[config.mk]
export PLATFORM = sky130hd
export DESIGN_NAME = link_rx
export DESIGN_NICKNAME = d
export VERILOG_FILES = /design/src/rtl/link_rx.sv
export SDC_FILE = /design/constraint.sdc
export NUM_CORES = 1
export LEC_CHECK = 0
export BUFFER_PORTS_ARGS = -buffer_cell sky130_fd_sc_hd__buf_2
export CAP_MARGIN = 20
export CORE_MARGIN = 5
export CORE_UTILIZATION = 60
export DETAILED_ROUTE_END_ITERATION = 10
export MAX_ROUTING_LAYER = met4
export PLACE_DENSITY = 0.79
export RECOVER_POWER = 25
export SYNTH_ARGS = -nofsm -noshare
export SYNTH_HDL_FRONTEND = slang
export SYNTH_SLANG_ARGS = --single-unit
[constraint.sdc]
create_clock -name CLK -period 3.85 [get_ports CLK]
set_clock_uncertainty 0.15 [all_clocks]
set_input_delay 0.385 -clock CLK [delete_from_list [all_inputs] [get_ports CLK]]
set_output_delay 0.385 -clock CLK [all_outputs]
set_load 0.02 [all_outputs]
[src/rtl/link_rx.sv]
`default_nettype none
// ============================================================================
// Module   : link_rx
// Purpose  : Byte-serial link receiver. Samples a strobed 8-bit link,
//            assembles 3-byte frames into 18-bit flits and queues them in a
//            first-word-fall-through FIFO for the router.
// Ports    : CLK, rst            - clock, synchronous active-high reset
//            sync_clk_in         - link strobe, rising edge = one byte
//            serial_data_in[7:0] - link byte
//            flit_out[17:0]      - FIFO head flit (0 when empty)
//            flit_valid          - FIFO non-empty
//            flit_ready          - router pops the head this cycle
//            fifo_count          - FIFO occupancy
//            overflow            - pulse: completed flit dropped, FIFO full
//            frame_err           - pulse: partial frame abandoned on timeout
//            drop_cnt[7:0]       - saturating count of dropped flits
// Revision : 1.0 - initial release
// ============================================================================
module link_rx #(
  parameter int FIFO_DEPTH = 8,
  parameter int TIMEOUT    = 15
) (
  input  logic                          CLK,
  input  logic                          rst,
  input  logic                          sync_clk_in,
  input  logic [7:0]                    serial_data_in,
  output logic [17:0]                   flit_out,
  output logic                          flit_valid,
  input  logic                          flit_ready,
  output logic [$clog2(FIFO_DEPTH):0]   fifo_count,
  output logic                          overflow,
  output logic                          frame_err,
  output logic [7:0]                    drop_cnt
);

  localparam int PTR_W = $clog2(FIFO_DEPTH);
  localparam int CNT_W = PTR_W + 1;
  localparam int WD_W  = $clog2(TIMEOUT + 1);
  localparam logic [WD_W-1:0]  WD_LAST = WD_W'(TIMEOUT - 1);
  localparam logic [CNT_W-1:0] DEPTH_C = CNT_W'(FIFO_DEPTH);

  typedef enum logic [1:0] {IDLE = 2'd0, B1 = 2'd1, B2 = 2'd2} state_t;

  // --------------------------------------------------------------------------
  // Input sampling. The byte is taken from the first data stage, which lines
  // up with the strobe edge detected between s1 and s2, so a second data
  // stage would never be read.
  // --------------------------------------------------------------------------
  logic       s1, s2;
  logic [7:0] d1;
  logic       strobe;
  logic [7:0] byte_in;

  always_ff @(posedge CLK) begin
    if (rst) begin
      s1 <= 1'b0;
      s2 <= 1'b0;
      d1 <= 8'h00;
    end else begin
      s1 <= sync_clk_in;
      s2 <= s1;
      d1 <= serial_data_in;
    end
  end

  assign strobe  = s1 & ~s2;
  assign byte_in = d1;

  // --------------------------------------------------------------------------
  // Frame assembly FSM with inter-byte watchdog
  // --------------------------------------------------------------------------
  state_t          state, state_nx;
  logic [WD_W-1:0] wd, wd_nx;
  logic [1:0]      hi, hi_nx;
  logic [7:0]      mid, mid_nx;
  logic            push_req, push_req_nx;
  logic [17:0]     push_data, push_data_nx;
  logic            ferr_nx;

  always_ff @(posedge CLK) begin
    if (rst) begin
      state     <= IDLE;
      wd        <= '0;
      hi        <= 2'b00;
      mid       <= 8'h00;
      push_req  <= 1'b0;
      push_data <= 18'h0;
      frame_err <= 1'b0;
    end else begin
      state     <= state_nx;
      wd        <= wd_nx;
      hi        <= hi_nx;
      mid       <= mid_nx;
      push_req  <= push_req_nx;
      push_data <= push_data_nx;
      frame_err <= ferr_nx;
    end
  end

  always_comb begin
    state_nx     = state;
    wd_nx        = wd;
    hi_nx        = hi;
    mid_nx       = mid;
    push_req_nx  = 1'b0;
    push_data_nx = push_data;
    ferr_nx      = 1'b0;
    case (state)
      IDLE: begin
        wd_nx = '0;
        // Only a byte with bit 1 set can open a frame; trailer/idle bytes
        // have it clear and fall through here.
        if (strobe && byte_in[1]) begin
          hi_nx    = byte_in[1:0];
          state_nx = B1;
        end
      end
      B1, B2: begin
        if (strobe) begin
          wd_nx = '0;
          if (state == B1) begin
            mid_nx   = byte_in;
            state_nx = B2;
          end else begin
            push_req_nx  = 1'b1;
            push_data_nx = {hi, mid, byte_in};
            state_nx     = IDLE;
          end
        end else if (wd == WD_LAST) begin
          // TIMEOUT cycles have passed since the last byte
          wd_nx    = '0;
          ferr_nx  = 1'b1;
          state_nx = IDLE;
        end else begin
          wd_nx = wd + WD_W'(1);
        end
      end
      default: state_nx = IDLE;
    endcase
  end

  // --------------------------------------------------------------------------
  // Receive FIFO (first-word-fall-through)
  // --------------------------------------------------------------------------
  logic [17:0]      mem [FIFO_DEPTH];
  logic [PTR_W-1:0] wr_ptr, rd_ptr;
  logic [CNT_W-1:0] count;
  logic             full, pop, push_ok, drop;

  assign full    = (count == DEPTH_C);
  assign pop     = flit_valid & flit_ready;
  // A full FIFO still accepts when the head leaves in the same cycle.
  assign push_ok = push_req & (~full | pop);
  assign drop    = push_req & full & ~pop;

  always_ff @(posedge CLK) begin
    if (push_ok) mem[wr_ptr] <= push_data;
  end

  always_ff @(posedge CLK) begin
    if (rst) begin
      wr_ptr   <= '0;
      rd_ptr   <= '0;
      count    <= '0;
      overflow <= 1'b0;
      drop_cnt <= 8'h00;
    end else begin
      if (push_ok) wr_ptr <= wr_ptr + PTR_W'(1);
      if (pop)     rd_ptr <= rd_ptr + PTR_W'(1);
      case ({push_ok, pop})
        2'b10:   count <= count + CNT_W'(1);
        2'b01:   count <= count - CNT_W'(1);
        default: count <= count;
      endcase
      overflow <= drop;
      if (drop && (drop_cnt != 8'hFF)) drop_cnt <= drop_cnt + 8'd1;
    end
  end

  assign flit_valid = (count != '0);
  assign fifo_count = count;
  // Masked so the output is defined (zero) while the FIFO is empty or reset.
  assign flit_out   = flit_valid ? mem[rd_ptr] : 18'h0;

endmodule
`default_nettype wire

==> results.py <==
metrics = {
    "worst_setup_path": {
        "worstPathMaxFanout": 21,
        "path_cells": "buf_12, mux4_2, mux2i_1, nor2_1, buf_2",
        "crit_type": "flip-flop to primary output",
        "critPathBufInv": 2,
        "startpoint_type": "flip-flop",
        "crit_family": "multiplexers",
        "cpMaxStageDelayCell": "dfxtp_2",
        "crit_path_end_kind": "primary output",
        "required_ns": 3.31,
        "critical_path.max_stage_delay_ns": 0.73,
        "arrival_ns": 2.49,
    },
    "die": {
        "fp-row-count": 42,
        "die_h_um": 127,
        "ios": 45,
        "die_area_sq_mm": 0.0161,
        "die_x_um": 127,
        "core-area_sq_mm": 0.0133,
        "start_util": 0.616,
    },
    "yosys": {
        "yosys_register_bits": 212,
        "synth.most_common_cell": "edfxtp_1",
        "postSynthAreaPerCell_sq_um": 14.9,
        "netlist.area_leader.share": 0.528,
        "syn-cell-area_sq_mm": 0.00820,
        "syn-instance-count": 549,
        "synthFlopType": "edfxtp_1",
        "synth_area_leaders": "edfxtp_1 53%, dfxtp_1 17%, mux4_2 9.9%",
        "synth_top_area_cell": "edfxtp_1",
        "synth-async-reset-ratio": 0,
        "yosys-top-cells-count": "144 x edfxtp_1, 68 x dfxtp_1, 55 x nand2_1",
        "synth-edff-count": 144,
        "ys_seq_area_frac": 0.694,
        "yosysUniqueCellTypes": 44,
        "yosys_warnings": 0,
        "syn_nets": 570,
    },
    "drt": {
        "dr_wl_met3_um": 821,
        "m1WireLength_um": 6510,
        "routed-wl-met2_um": 8190,
        "totalWireLength_um": 15700,
        "drt-wirelength-per-cell_um": 19.7,
        "num_vias": 4658,
        "via_per_inst": 5.82,
        "top_layer_used": "met4",
        "drt_iter0_drc": 407,
        "first_pass_iters": 4,
        "drc": 0,
        "antenna_left": 0,
    },
    "global_routing": {
        "track_usage": 0.209,
        "grt_max_degree": 68,
        "grt-ovfl-total": 0,
        "antenna_found_initial": 0,
        "grt_first_pass_wirelength_um": 25800,
        "grt_pass1_vias": 4898,
    },
    "cts": {
        "cts_buffers": 22,
        "clk_pin_slew_ns": 0.06,
        "post-cts-setup-buffer-count": 0,
        "clk_latency_ns": 0.49,
        "root_buffer": "clkbuf_16",
        "clock_path_buffers": 3,
        "h-tree-depth": 1,
        "cts_tree": "built",
        "cts.sinks": 212,
    },
    "placed_design": {
        "gp_congestion": 0.807,
        "dp_hpwl_um": 8980,
        "portBuffers": 44,
        "dpl.cell_count": 752,
    },
    "finish": {
        "syn2layout_area_growth_pct": 15.5,
        "antenna_cells": 0,
        "fill_cells": 832,
        "layout-drive-gt1-share": 0.230,
        "instances_no_fill": 801,
        "num-nets-final": 630,
    },
    "timing": {
        "clock.fmax_mhz": 330,
        "fin_crit_ns": 3.03,
        "slew_viol_final": 0,
        "setup_violations": 0,
        "worstMarginPinSlew_ns": 0.930,
        "min_period_over_period": 0.786,
        "max_slew_margin": 0.377,
        "rsz0062_at_grt": "no",
        "hold_violations": 0,
        "finalSetupTns_ns": 0,
    },
    "power_and_ir_drop": {
        "power.density_mw_per_mm2": 483,
        "ir_worst_vdd_mv": 0.335,
        "p_leak_nw": 3.24,
    },
    "outcome": {
        "status": "completed",
    },
    "flow_run": {
        "drv_cap": 0,
    },
    "hold_path": {
        "hold_path_class": "primary input to flip-flop",
    },
}
-- cells in the final DEF, fill, tap and decap left out, types with 3 or more instances in the layout --
cell type,Yosys,final
a21oi_1,38,38
a31oi_1,5,5
and3_1,5,5
buf_2,4,44
buf_4,0,11
clkbuf_16,0,23
clkbuf_8,0,3
clkinv_2,0,5
dfxtp_1,68,67
dlygate4sd3_1,0,8
edfxtp_1,144,144
ha_1,9,9
inv_1,6,6
mux2i_1,21,21
mux4_2,36,36
nand2_1,55,55
nand2b_1,6,6
nand3_1,18,18
nor2_1,38,38
nor2b_1,12,12
nor3_1,13,9
nor3_2,0,4
o21ai_0,5,5
or3_1,4,4
xor2_1,5,5
-- path summary, 6_finish.rpt --
check	cells after the start	slack, ns	startpoint	end
worst min register to register	2	0.30	hi[1]	hi[1]
worst max-delay path	5	0.82	flip-flop	flit_out[5]
worst max register to register	4	1.37	fifo_count[0]	mem[1][8]
worst min-delay path	2	0.01	serial_data_in[3]	byte_in[3]
-- cells by family after synthesis --
logic type / synth area share
multiplexers: 0.126
buffers and inverters: 0.0185
AND/OR/NAND/NOR: 0.0983
AO/OA/AOI/OAI: 0.0444
flip-flops: 0.694
XOR/XNOR: 0.00534
adder cells (fa/ha/maj): 0.0137
-- registers in the layout (all words and copies together) (netlist names), named ones only --
name and flops:
fifo_count 4, state 2, s2 1, push_req 1, rd_ptr 3, push_data 18
s1 1, frame_err 1, overflow 1, mem 144, hi 2, wr_ptr 3
byte_in 8, mid 8, wd 4, drop_cnt 8
-- metrics by stage --
step	instance area [sq um]	util	hold slack [ns]	total power, mW	worst slack, ns
6_report	9470	0.712	0.0142	4.57	0.824
5_1_grt	9470	0.712	0.00684	4.73	0.649
2_1_floorplan	8200	-	0.276	2.53	0.481
3_3_place_gp	8650	0.650	0.287	2.55	1.37
3_5_place_dp	8650	0.650	0.297	2.55	1.32
4_1_cts	9450	0.710	0.00456	4.60	0.770
-- routing by layer --
metal / GRT usage / up-vias
met1: 0.264 / 2316
met4: 0.0580 / 0
li1: - / 2191
met3: 0.0324 / 23
met2: 0.356 / 128
met5: - / -
-- what timing repair did --
item | in CTS | in global routing
hold buffers | 8 | 0
endpoints found under the hold margin | 8 | 0
gates resized for setup | 0 | 0
-- cell type report --
class	instances	area, sq um	share of cell area
tap	176	220	0.0233
timing repair buffer	65	423	0.0447
multi-input combinational	302	2400	0.253
sequential	212	5690	0.601
inverter	6	22.5	0.00238
clock buffer	31	642	0.0678
clock inverter	9	75.1	0.00793
-- report_power, final --
part           switching [mW]  leakage [nW]  internal (mW)
Sequential             0.0111          1.88           2.41
Combinational          0.0496         0.997         0.0408
Clock                   0.828         0.360           1.23
Total                   0.889          3.24           3.69
(Power assumes the default switching activity.)
